==> config.mk <==
export PLATFORM = sky130hd
export DESIGN_NAME = bram_port_adapter
export DESIGN_NICKNAME = d
export VERILOG_FILES = /design/src/rtl/bram_port_pkg.sv /design/src/rtl/bram_port_rsp_fifo.sv /design/src/rtl/bram_port_adapter.sv
export SDC_FILE = /design/constraint.sdc
export NUM_CORES = 1
export LEC_CHECK = 0
export BUFFER_PORTS_ARGS = -buffer_cell sky130_fd_sc_hd__clkbuf_2
export CAP_MARGIN = 5
export CELL_PAD_IN_SITES_DETAIL_PLACEMENT = 1
export CELL_PAD_IN_SITES_GLOBAL_PLACEMENT = 1
export CORE_ASPECT_RATIO = 1.2
export CORE_MARGIN = 1
export CORE_UTILIZATION = 23
export CTS_CLUSTER_SIZE = 28
export DETAILED_ROUTE_END_ITERATION = 10
export HOLD_SLACK_MARGIN = 0.1
export PLACE_DENSITY = 0.49
export SETUP_SLACK_MARGIN = 0.4
export SLEW_MARGIN = 20
export SYNTH_ARGS = -nofsm -noshare
export SYNTH_HDL_FRONTEND = slang
export SYNTH_SLANG_ARGS = --single-unit
==> constraint.sdc <==
create_clock -name clk -period 4 [get_ports clk]
set_input_delay 0.2 -clock clk [delete_from_list [all_inputs] [get_ports clk]]
set_output_delay 0.2 -clock clk [all_outputs]
set_load 0.05 [all_outputs]
==> src/rtl/bram_port_pkg.sv <==
// Shared types and constants for the BRAM port adapter and its response FIFO.
package bram_port_pkg;

   localparam int unsigned WORD_BYTES = 4;
   localparam int unsigned BYTE_OFS_W = 2;
   localparam int unsigned DATA_W     = 32;

   typedef struct packed {
      logic              write;
      logic [DATA_W-1:0] rdata;
   } rsp_entry_t;

endpackage

==> src/rtl/bram_port_rsp_fifo.sv <==
// Synchronous response FIFO with a registered head entry.
// The head holds its last value while empty and clears only on reset.
module bram_port_rsp_fifo
   import bram_port_pkg::*;
#(
   parameter  int unsigned DEPTH = 3,
   localparam int unsigned CNT_W = $clog2(DEPTH + 1)
) (
   input  logic             clk,
   input  logic             reset_i,
   input  logic             push,
   input  rsp_entry_t       push_data,
   input  logic             pop,
   output rsp_entry_t       head,
   output logic             empty,
   output logic [CNT_W-1:0] count
);

   localparam int unsigned PTR_W = (DEPTH > 1) ? $clog2(DEPTH) : 1;

   rsp_entry_t       mem [DEPTH];
   logic [PTR_W-1:0] wr_ptr;
   logic [PTR_W-1:0] rd_ptr;
   logic [PTR_W-1:0] rd_ptr_nxt;
   logic [CNT_W-1:0] count_nxt;
   rsp_entry_t       head_nxt;
   logic             full;
   logic             do_push;
   logic             do_pop;

   function automatic logic [PTR_W-1:0] ptr_inc(input logic [PTR_W-1:0] p);
      return (p == PTR_W'(DEPTH - 1)) ? '0 : p + PTR_W'(1);
   endfunction

   assign empty      = (count == '0);
   assign full       = (count == CNT_W'(DEPTH));
   assign do_push    = push & ~full;
   assign do_pop     = pop & ~empty;
   assign rd_ptr_nxt = do_pop ? ptr_inc(rd_ptr) : rd_ptr;

   // Next count and next head; a push into an otherwise-empty FIFO becomes the head directly.
   always_comb begin
      count_nxt = count;
      head_nxt  = head;
      case ({do_push, do_pop})
         2'b10:   count_nxt = count + CNT_W'(1);
         2'b01:   count_nxt = count - CNT_W'(1);
         default: count_nxt = count;
      endcase
      if (count_nxt != '0) begin
         if (do_push && (count_nxt == CNT_W'(1))) begin
            head_nxt = push_data;
         end else begin
            head_nxt = mem[rd_ptr_nxt];
         end
      end
   end

   // Entry storage; contents need no reset because count gates visibility.
   always_ff @(posedge clk) begin
      if (do_push) begin
         mem[wr_ptr] <= push_data;
      end
   end

   // Pointers, count and head register.
   always_ff @(posedge clk) begin
      if (reset_i) begin
         wr_ptr <= '0;
         rd_ptr <= '0;
         count  <= '0;
         head   <= '0;
      end else begin
         if (do_push) begin
            wr_ptr <= ptr_inc(wr_ptr);
         end
         rd_ptr <= rd_ptr_nxt;
         count  <= count_nxt;
         head   <= head_nxt;
      end
   end

   // Upstream admission control must never let a push reach a full FIFO.
   a_no_overflow : assert property (@(posedge clk) disable iff (reset_i) !(push && full));

endmodule

==> src/rtl/bram_port_adapter.sv <==
// Valid/ready request stream to single BRAM port adapter with in-order response FIFO.
// Optional macro BRAM_PORT_ADAPTER_OUTREG_EN adds a register stage on the BRAM read data.
module bram_port_adapter
   import bram_port_pkg::*;
#(
   parameter int unsigned ADDR_WIDTH = 13,
   parameter int unsigned RSP_DEPTH  = 3
) (
   input  logic                             clk,
   input  logic                             reset_i,
   input  logic                             req_valid_i,
   output logic                             req_ready_o,
   input  logic [WORD_BYTES-1:0]            req_we_i,
   input  logic [ADDR_WIDTH+BYTE_OFS_W-1:0] req_addr_i,
   input  logic [DATA_W-1:0]                req_wdata_i,
   output logic                             rsp_valid_o,
   input  logic                             rsp_ready_i,
   output logic [DATA_W-1:0]                rsp_rdata_o,
   output logic                             rsp_write_o,
   output logic                             bram_clken_o,
   output logic [ADDR_WIDTH-1:0]            bram_addr_o,
   output logic [WORD_BYTES-1:0]            bram_we_o,
   output logic [DATA_W-1:0]                bram_wdata_o,
   input  logic [DATA_W-1:0]                bram_rdata_i
);

   localparam int unsigned CNT_W = $clog2(RSP_DEPTH + 1);
   localparam int unsigned OCC_W = CNT_W + 1;

   logic             accept;
   logic             p1_valid;
   logic             p1_write;
   rsp_entry_t       p1_entry;
   logic             fifo_push;
   rsp_entry_t       fifo_push_data;
   rsp_entry_t       fifo_head;
   logic             fifo_empty;
   logic [CNT_W-1:0] fifo_count;
   logic [OCC_W-1:0] occupancy;
   logic             unused_addr_bits;

   assign unused_addr_bits = ^req_addr_i[BYTE_OFS_W-1:0];

   // BRAM is driven straight from the request in the accept cycle.
   assign accept       = req_valid_i & req_ready_o;
   assign bram_clken_o = accept;
   assign bram_we_o    = accept ? req_we_i : '0;
   assign bram_addr_o  = req_addr_i[ADDR_WIDTH+BYTE_OFS_W-1:BYTE_OFS_W];
   assign bram_wdata_o = req_wdata_i;

   // p1 tracks the access whose read data is on bram_rdata_i this cycle.
   always_ff @(posedge clk) begin
      if (reset_i) begin
         p1_valid <= 1'b0;
         p1_write <= 1'b0;
      end else begin
         p1_valid <= accept;
         p1_write <= |req_we_i;
      end
   end

   assign p1_entry.write = p1_write;
   assign p1_entry.rdata = p1_write ? '0 : bram_rdata_i;

`ifdef BRAM_PORT_ADAPTER_OUTREG_EN
   logic       p2_valid;
   rsp_entry_t p2_entry;

   // p2 registers the RAM output before it enters the FIFO.
   always_ff @(posedge clk) begin
      if (reset_i) begin
         p2_valid <= 1'b0;
         p2_entry <= '0;
      end else begin
         p2_valid <= p1_valid;
         p2_entry <= p1_entry;
      end
   end

   assign fifo_push      = p2_valid;
   assign fifo_push_data = p2_entry;
   assign occupancy      = OCC_W'(fifo_count) + OCC_W'(p1_valid) + OCC_W'(p2_valid);
`else
   assign fifo_push      = p1_valid;
   assign fifo_push_data = p1_entry;
   assign occupancy      = OCC_W'(fifo_count) + OCC_W'(p1_valid);
`endif

   // Admit a request only if every in-flight response is guaranteed a FIFO slot.
   assign req_ready_o = ~reset_i & (occupancy < OCC_W'(RSP_DEPTH));

   bram_port_rsp_fifo #(
      .DEPTH (RSP_DEPTH)
   ) u_rsp_fifo (
      .clk       (clk),
      .reset_i   (reset_i),
      .push      (fifo_push),
      .push_data (fifo_push_data),
      .pop       (rsp_valid_o & rsp_ready_i),
      .head      (fifo_head),
      .empty     (fifo_empty),
      .count     (fifo_count)
   );

   assign rsp_valid_o = ~fifo_empty;
   assign rsp_rdata_o = fifo_head.rdata;
   assign rsp_write_o = fifo_head.write;

endmodule

==> flow_summary.yaml, run 1 <==
placement:
  dp_hpwl_microns: 12400
  port_buffers: 79
  postPlaceCellArea_sq_mm: 0.00752
  globalplace.congestion: 0.674
synthesis:
  synthArstFlopShare_pct: 0
  synth_top_flop_cell: "edfxtp_1"
  syn-mean-instance-area_sq_um: 11.9
  synth_edf_count: 99
  syn_nets: 683
  syn_inst: 593
  ys_seq_elements: 140
  synth_cell_types: 42
  yosys_warnings: 0
  synth_seq_area_share_pct: 53.5
  syn_area_sq_mm: 0.00709
clock_tree:
  clk_latency_ns: 0.42
  cts_tree: "done"
  cts_root_buf: "clkbuf_16"
  cts.path.max_buffers: 2
  cts_buffers: 17
  h-tree-depth: 4
  post_cts_resized: 0
  path_clk_slew_ns: 0.07
  cts.sinks: 140
run:
  cap_violations: 0
drt:
  wl_per_cell_microns: 20.4
  dr_total_vias: 5032
  first_pass_iters: 4
  totalWireLength_microns: 20700
  first_iter_violations: 218
  drc_errors: 0
  via_per_inst: 4.95
  ant_nets: 0
setup_path:
  crit_required_ns: 4.34
  path_max_fanout: 18
  startpoint_type: "register"
  crit_arrival_ns: 3.38
  rrSetupSlack_ns: 0.95
  worstSetupPathType: "reg2reg"
  cp-end-kind: "register"
floorplan:
  dieHeight_microns: 194
  die_w_microns: 162
  die_area_sq_mm: 0.0315
  rows: 70
  start_util_pct: 23.3
  io_pins: 172
  core_area_sq_mm: 0.0304
min_path:
  hp-class: "in2reg"
timing:
  worstMarginPinSlew_ns: 0.990
  whs_ns: 0.140
  finalSetupViolCount: 0
  final_max_slew_viol_count: 0
  fin_tns_setup_ns: 0
  rsz0062_at_grt: "false"
  fmaxAchievable_mhz: 328
  slew_headroom_pct: 34.0
  hold_viol: 0
  finalCritPeriodShare_pct: 76.2
  final.setup_skew_ns: 0.00886
  min_period_ns: 3.05
layout:
  diodes: 0
  layout.nets: 698
  area_growth_pct: 15.1
  design_area_sq_mm: 0.00815
  final_cell_mix: "edfxtp_1, clkbuf_2, and2_1"
  layout_commonest_cell: "edfxtp_1"
  drive_gt1_share_pct: 23.2
  fill_cells: 3322
global_route:
  grt_overflow_total: 0
  grt_util_all_layers_pct: 13.4
  grt_pass1_wl_microns: 31500
  grt_antenna_before_repair: 0
  grt_max_degree: 92
  grt_pass1_vias: 5594
pwr:
  ir_worst_vdd_mv: 0.307
  power_leakage_nw: 3.17
  power.density_mw_per_mm2: 717
status:
  status: "finished, final reports clean"
-- Yosys cell counts, types with 4 or more instances --
| cell | number | area (sq um) |
|---|---|---|
| and2b_1 | 13 | 97.6 |
| and2_1 | 68 | 425 |
| buf_2 | 15 | 75.1 |
| and3_1 | 4 | 25.0 |
| o21ai_1 | 25 | 125 |
| nand2_1 | 5 | 18.8 |
| dfxtp_1 | 41 | 821 |
| a221oi_1 | 66 | 578 |
| nor2b_1 | 19 | 119 |
| a22oi_1 | 33 | 248 |
| buf_6 | 6 | 67.6 |
| mux2i_1 | 33 | 330 |
| a211o_1 | 34 | 298 |
| o21ai_2 | 9 | 78.8 |
| buf_4 | 49 | 368 |
| a21oi_1 | 6 | 30.0 |
| edfxtp_1 | 99 | 2970 |
| clkbuf_1 | 25 | 93.8 |
| nor2_1 | 7 | 26.3 |
-- layout make-up --
cell class	instances	area, sq um	share of cell area [%]
clock buffers	17	425	5.22
clock inverters	15	175	2.15
well taps	396	495	6.08
flip-flops and latches	140	3790	46.5
repair buffers	95	552	6.77
multi-input cells	350	2700	33.1
inverters	4	15.0	0.184
-- kinds of logic (layout without fill, tap and decap cells) --
logic type	Yosys count	in the layout	synth area share, %
and+or+nand+nor	133	133	11.9
DFF	140	140	53.5
AOI/OAI and AO/OA	179	179	20.1
muxes	33	33	4.66
adders and majority gates	3	3	0.530
xor gates and xnor gates	2	2	0.247
buffers and inverters	103	131	9.01
-- metal layers --
layer  vias to the layer above  GRT usage, %  wire length, microns  share of wire (%)
met5                         -             0                     0                  0
met4                         0          5.90                   464                2.2
met3                        48          2.55                   649                3.1
met2                       120          24.7                 11000                 53
met1                      2588          14.7                  8650                 42
li1                       2276             -                     -                  -
-- metrics by stage --
step / power [mW] / instances / util [%] / setup slack [ns]
detailed placement: 4.32 / 982 / 24.7 / 0.944
floorplan: 3.81 / 593 / - / 0.434
finish: 5.85 / 1017 / 26.8 / 0.952
CTS: 5.94 / 1017 / 26.8 / 0.927
global route: 6.14 / 1017 / 26.8 / 0.723
global placement: 4.23 / 982 / 24.7 / 1.06
-- power breakdown --
group / switching [mW] / internal (mW) / leakage [nW]
Clock: 0.615 / 0.977 / 0.276
Sequential: 0.171 / 1.79 / 1.25
Combinational: 1.63 / 0.669 / 1.64
Total: 2.41 / 3.44 / 3.17
-- final timing paths --
check	from	endpoint	cells past startpoint
hold / removal	bram_rdata_i[0]	u_rsp_fifo.mem[2][0]	2
setup / recovery	u_rsp_fifo.count[0]	u_rsp_fifo.head[21]	8
setup reg to reg	u_rsp_fifo.count[0]	u_rsp_fifo.head[21]	8
hold reg to reg	u_rsp_fifo.head[19]	u_rsp_fifo.head[19]	2
-- worst max-delay path, cell delays in order (launching register included) --
cell,delay [ns]
dfxtp_1,0.48
o21ai_4,0.47
inv_2,0.05
ha_1,0.46
or3b_1,0.43
a31oi_4,0.63
buf_12,0.26
a22oi_1,0.08
o21ai_1,0.09
-- repair_timing --
item                      CTS  global route
hold buffers                3             0
hold endpoints to repair    2             0
setup buffers               0             0
-- registers in the layout, indices dropped and copies added (netlist names) --
name / count
fifo_push: 1
p1_write: 1
u_rsp_fifo.count: 2
u_rsp_fifo.head: 33
u_rsp_fifo.mem: 99
u_rsp_fifo.rd_ptr: 2
u_rsp_fifo.wr_ptr: 2
Note: power is estimated with default switching activity, not from simulation.
==> run 2: changes to the inputs <==
clock period = 2.46 ns   (was 4 ns; I/O delays follow)
==> run 2 against run 1 <==
Compared with the run above:
- utilization up 2.9 points
- design area increased by 11%
- sequential share of layout area shrank 4.5 points
- critical path type unchanged
- largest power group unchanged
==> flow_summary.yaml, run 2 (synthesis results as in run 1) <==
layout:
  layout_commonest_cell: "edfxtp_1"
  diodes: 0
  top_register: "u_rsp_fifo.mem"
  design_area_sq_mm: 0.00904
  area_growth_pct: 27.6
  layout.nets: 748
  reg_top3: "u_rsp_fifo.mem (99), u_rsp_fifo.head (33)"
  final_cell_mix: "edfxtp_1, clkbuf_2, and2_1"
  largest_reg_flops: 99
  drive_gt1_share_pct: 31.3
  fill_cells: 3284
setup_path:
  crit_arrival_ns: 2.54
  path_max_fanout: 5
  cp-end-kind: "register"
  startpoint_type: "register"
  crit_required_ns: 2.81
  worstSetupPathType: "reg2reg"
timing:
  min_period_ns: 2.19
  hold_viol: 0
  rsz0062_at_grt: "true"
  fin_tns_setup_ns: 0
  worstMarginPinSlew_ns: 0.658
  whs_ns: 0.123
  finalSetupViolCount: 0
  fmaxAchievable_mhz: 457
  final.setup_skew_ns: 0.0119
  final_max_slew_viol_count: 0
  layout_setup_ws_ns: 0.273
  finalCritPeriodShare_pct: 88.9
  slew_headroom_pct: 56.1
global_route:
  grt_max_degree: 104
  grt_pass1_vias: 5859
  grt_util_all_layers_pct: 14.2
  grt_util_met2_pct: 25.7
  gr-max-usage-layer: "met2"
  grt_overflow_total: 0
  use_met3_pct: 2.99
  grt_pass1_wl_microns: 33300
  grt_antenna_before_repair: 0
  grt_util_met1_pct: 15.9
clock_tree:
  cts_tree: "done"
  cts.path.max_buffers: 2
  path_clk_slew_ns: 0.06
  cts.sinks: 140
  h-tree-depth: 4
  clk_latency_ns: 0.43
  cts_buffers: 17
  cts_root_buf: "clkbuf_16"
drt:
  totalWireLength_microns: 22000
  first_pass_iters: 4
  drc_errors: 0
  dr_total_vias: 5264
  via_per_inst: 4.93
  ant_nets: 0
  first_iter_violations: 174
  wl_per_cell_microns: 20.6
placement:
  dp_hpwl_microns: 12400
  postPlaceCellArea_sq_mm: 0.00770
  globalplace.congestion: 0.671
  dp_slack_ns: 0.195
  port_buffers: 79
floorplan:
  die_w_microns: 162
  core_area_sq_mm: 0.0304
  dieHeight_microns: 194
  die_area_sq_mm: 0.0315
  rows: 70
  start_util_pct: 23.3
  io_pins: 172
pwr:
  power.density_mw_per_mm2: 1120
  ir_worst_vdd_mv: 0.525
  power_leakage_nw: 3.47
  fin_total_pwr_mw: 10.1
status:
  status: "finished, final reports clean"
min_path:
  hp-class: "in2reg"
run:
  cap_violations: 0
[run 2: metrics by stage]
stage               utilization (%)  std cells
floorplan                         -        593
global placement               25.3        993
detailed placement             25.3        993
CTS                            29.0       1064
global route                   29.8       1067
finish                         29.8       1067
[run 2: metal layers]
layer  share of wire (%)  wire, microns  vias up
li1                    -              -     2385
met1                  42           9310     2720
met2                  53          11700      122
met3                 3.1            677       37
met4                 1.5            330        0
met5                   0              0        -
[run 2: area by class of cell]
cell class / instances / area (sq um) / area share, %
Inverter: 4 / 15.0 / 0.166
Timing Repair Buffer: 145 / 1200 / 13.3
Multi-Input combinational cell: 350 / 2950 / 32.6
Tap cell: 396 / 495 / 5.48
Clock buffer: 19 / 433 / 4.79
Clock inverter: 13 / 150 / 1.66
Sequential cell: 140 / 3800 / 42.1
[run 2: final timing paths]
| check | to | slack (ns) | from | cells after the start |
|---|---|---|---|---|
| max | u_rsp_fifo.head[26] | 0.27 | fifo_push | 9 |
| min | u_rsp_fifo.mem[1][17] | 0.12 | bram_rdata_i[17] | 2 |
| min reg2reg | u_rsp_fifo.head[25] | 0.49 | u_rsp_fifo.head[25] | 2 |
| max reg2reg | u_rsp_fifo.head[26] | 0.27 | fifo_push | 9 |
[run 2: repair_timing]
item | in CTS | in global routing
hold buffers | 24 | 0
setup endpoints to repair | 39 | 39
endpoints found under the hold margin | 64 | 0
cloned | 3 | 1
pin swaps | 5 | 10
resized for setup | 29 | 40
buffers inserted | 12 | 2
[run 2: power by group]
part / total, mW / switching, mW / internal, mW
registers: 3.20 / 0.287 / 2.92
clock network: 2.58 / 0.996 / 1.58
logic: 4.33 / 2.87 / 1.46
[run 2: worst max-delay path, stage by stage, from the launching register on]
cell	delay (ns)
dfxtp_4	0.37
a21bo_4	0.24
ha_4	0.23
or4_4	0.43
a311oi_4	0.25
buf_4	0.17
buf_8	0.12
buf_16	0.14
a22oi_1	0.09
o21ai_2	0.07
==> run 3: changes to the inputs <==
PLACE_DENSITY = 0.48   (was 0.49)
SYNTH_HIERARCHICAL = 1   (was unset)
==> run 3 against run 2 <==
Compared with the run above:
- the run now ends with negative setup slack left
- combinational power is 43% lower
- non-clock buffer count is 28 higher
- worst setup slack worse by 0.29 ns
- utilization is 0.29 points higher
- sequential share of layout area is 8.9 points lower
- cell count is 28% higher
- clock power is 2% higher
- power is 22% lower
- first-iteration DRC count is 110% higher
- flip-flop and latch count stayed put
- routed wire length is 39% higher
==> flow_summary.yaml, run 3 <==
clock_tree:
  cts_buffers: 17
  cts.path.max_buffers: 2
  path_clk_slew_ns: 0.06
  cts.sinks: 140
  cts_root_buf: "clkbuf_16"
  h-tree-depth: 4
  clk_latency_ns: 0.43
  cts_tree: "done"
synthesis:
  synth_compound_area_share_pct: 24.7
  synthArstFlopShare_pct: 0
  synth_top_area_share_pct: 33.3
  synth-simple-area-share_pct: 19.3
  synth_fa_ha_area_share_pct: 0.420
  synth_top_family_by_area: "compound AO/OA/AOI/OAI gates"
  synth_seq_area_share_pct: 42.5
  synth_cell_types: 45
  muxShareOfSynthArea_pct: 3.70
  synth_area_leaders: "edfxtp_1, dfxtp_1, a221oi_1, a221oi_2, and2_1"
  ys_seq_elements: 140
  yosys.area.top_type: "edfxtp_1"
  synth_edf_count: 99
  synth_commonest_cells: "edfxtp_1, a221oi_1, and2_1, clkbuf_1, buf_4"
  syn_inst: 828
  syn_nets: 918
  synth_top_flop_cell: "edfxtp_1"
  syn-mean-instance-area_sq_um: 10.8
  yosysMostFrequentCell: "edfxtp_1"
  synthXorXnorAreaFrac_pct: 0.196
  yosys_warnings: 6
  syn_area_sq_mm: 0.00894
status:
  status: "complete, but fails checks"
  violations: "negative setup slack"
drt:
  first_iter_violations: 369
  ant_nets: 0
  dr_total_vias: 7160
  wl_per_cell_microns: 22.4
  via_per_inst: 5.23
  first_pass_iters: 4
  totalWireLength_microns: 30700
  drc_errors: 0
placement:
  dp_hpwl_microns: 17900
  globalplace.congestion: 0.707
  port_buffers: 79
setup_path:
  worstSetupPathType: "reg2reg"
  crit_required_ns: 2.80
  cp-end-kind: "register"
  path_max_fanout: 6
  crit_arrival_ns: 2.82
  startpoint_type: "register"
layout:
  layout.nets: 965
  layout_commonest_cell: "edfxtp_1"
  area_growth_pct: 28.0
  diodes: 0
  final_cell_mix: "edfxtp_1, clkbuf_2, and2_1"
  register_area_sq_mm: 0.00380
  utilization_pct: 30.0
  reg_top3: "u_rsp_fifo/mem (99), u_rsp_fifo/head (33)"
  largest_reg_flops: 99
  top_register: "u_rsp_fifo/mem"
  fill_cells: 4154
  multi_input_area_sq_mm: 0.00467
  drive_gt1_share_pct: 31.8
pwr:
  power.internal_mw: 5.28
  power_leakage_nw: 4.17
  ir_worst_vdd_mv: 0.373
  switching_power_mw: 2.58
  sw_frac_of_total_pct: 32.8
  comb_power_share_pct: 31.2
  clock_power_share_pct: 33.6
  power.density_mw_per_mm2: 687
  seq_power_share_pct: 35.1
timing:
  worstMarginPinSlew_ns: 1.12
  slew_headroom_pct: 25.3
  layout_setup_ws_ns: -0.0181
  fmaxAchievable_mhz: 404
  rsz0062_at_grt: "true"
  finalSetupViolCount: 2
  final.setup_skew_ns: 0.0108
  final_max_slew_viol_count: 0
  hold_viol: 0
  finalCritPeriodShare_pct: 101
  min_period_ns: 2.48
  fin_tns_setup_ns: -0.0213
run:
  cap_violations: 0
floorplan:
  die_w_microns: 182
  start_util_pct: 23.5
  rows: 78
  core_area_sq_mm: 0.0381
  dieHeight_microns: 218
  io_pins: 172
  die_area_sq_mm: 0.0396
global_route:
  grt_antenna_before_repair: 0
  grt_pass1_vias: 7301
  grt_max_degree: 97
  grt_util_all_layers_pct: 15.5
  grt_pass1_wl_microns: 45800
  grt_overflow_total: 0
min_path:
  hp-class: "in2reg"
run 3: changes by cell type after synthesis, sizes merged, moves of 10 or more:
cell / change
nand2: +35
a311o: +32
nand4bb: +30
nor2b: -10
o21ai: -33
a22oi: -31
a21oi: +33
or3: +33
buf: +12
a221oi: +30
clkbuf: +34
nand2b: +33
and2b: +11
o2111ai: +32
run 3: layer usage:
metal,vias up,global-route usage [%],routed length [microns]
met5,-,0,0
met4,0,4.71,494
met3,40,2.15,800
met2,109,29.2,16400
met1,3693,17.9,13000
li1,3318,-,-
run 3: power by group through the flow:
stage	Sequential (mW)	Clock [mW]	Combinational, mW
CTS	2.75	2.70	2.35
finish	2.76	2.64	2.45
floorplan	3.00	0	1.32
global route	2.78	2.81	2.60
detailed placement	2.79	0	1.89
global placement	2.79	0	1.86
run 3: area by class of cell:
type                            instances  share of cell area (%)
Multi-Input combinational cell        539                    40.9
Sequential cell                       140                    33.2
Timing Repair Buffer                  173                    15.3
Tap cell                              480                    5.25
Clock buffer                           20                    3.91
Clock inverter                         12                    1.30
Inverter                                4                   0.208
run 3: what timing repair did:
| item | in CTS | in global routing |
|---|---|---|
| buffers inserted | 21 | 2 |
| gates resized for setup | 63 | 44 |
| cloned | 8 | 2 |
| hold endpoints to repair | 32 | 0 |
| pin swaps | 18 | 23 |
| setup endpoints to repair | 39 | 40 |
| hold buffers | 13 | 0 |
run 3: per-stage QoR:
stage	hold slack (ns)	cell area (sq um)	setup WS [ns]	power [mW]	cells
after floorplan	0.195	9090	-0.572	4.31	828
after global placement	0.246	9720	0.0410	4.65	1290
after detailed placement	0.246	9720	-0.0192	4.68	1290
after CTS	0.100	11200	0.0284	7.80	1364
after global routing	0.113	11400	-0.111	8.19	1368
final	0.104	11400	-0.0181	7.86	1368
run 3: final timing paths:
check	slack, ns	start	endpoint	cells past startpoint
max	-0.02	u_rsp_fifo/count[1]	u_rsp_fifo/head[9]	14
min	0.10	bram_rdata_i[25]	u_rsp_fifo/mem[0][25]	2
max reg2reg	-0.02	u_rsp_fifo/count[1]	u_rsp_fifo/head[9]	14
min reg2reg	0.48	u_rsp_fifo/head[0]	u_rsp_fifo/head[0]	2
run 3: logic make-up (layout without fill, tap and decap cells):
family | Yosys count | in the layout
and+or+nand+nor | 261 | 261
AOI/OAI and AO/OA | 240 | 240
buffers and inverters | 149 | 209
adders and majority gates | 3 | 3
DFF | 140 | 140
muxes | 33 | 33
xor gates and xnor gates | 2 | 2
run 3: worst max-delay path, stage by stage (launching register included):
cell	delay, ns
dfxtp_2	0.33
or2_4	0.26
inv_4	0.06
nor2b_4	0.04
o21ai_4	0.07
inv_4	0.05
ha_4	0.23
buf_4	0.15
nor4bb_4	0.25
o31a_1	0.27
buf_6	0.14
buf_12	0.14
buf_12	0.13
a21oi_1	0.05
a221oi_2	0.22
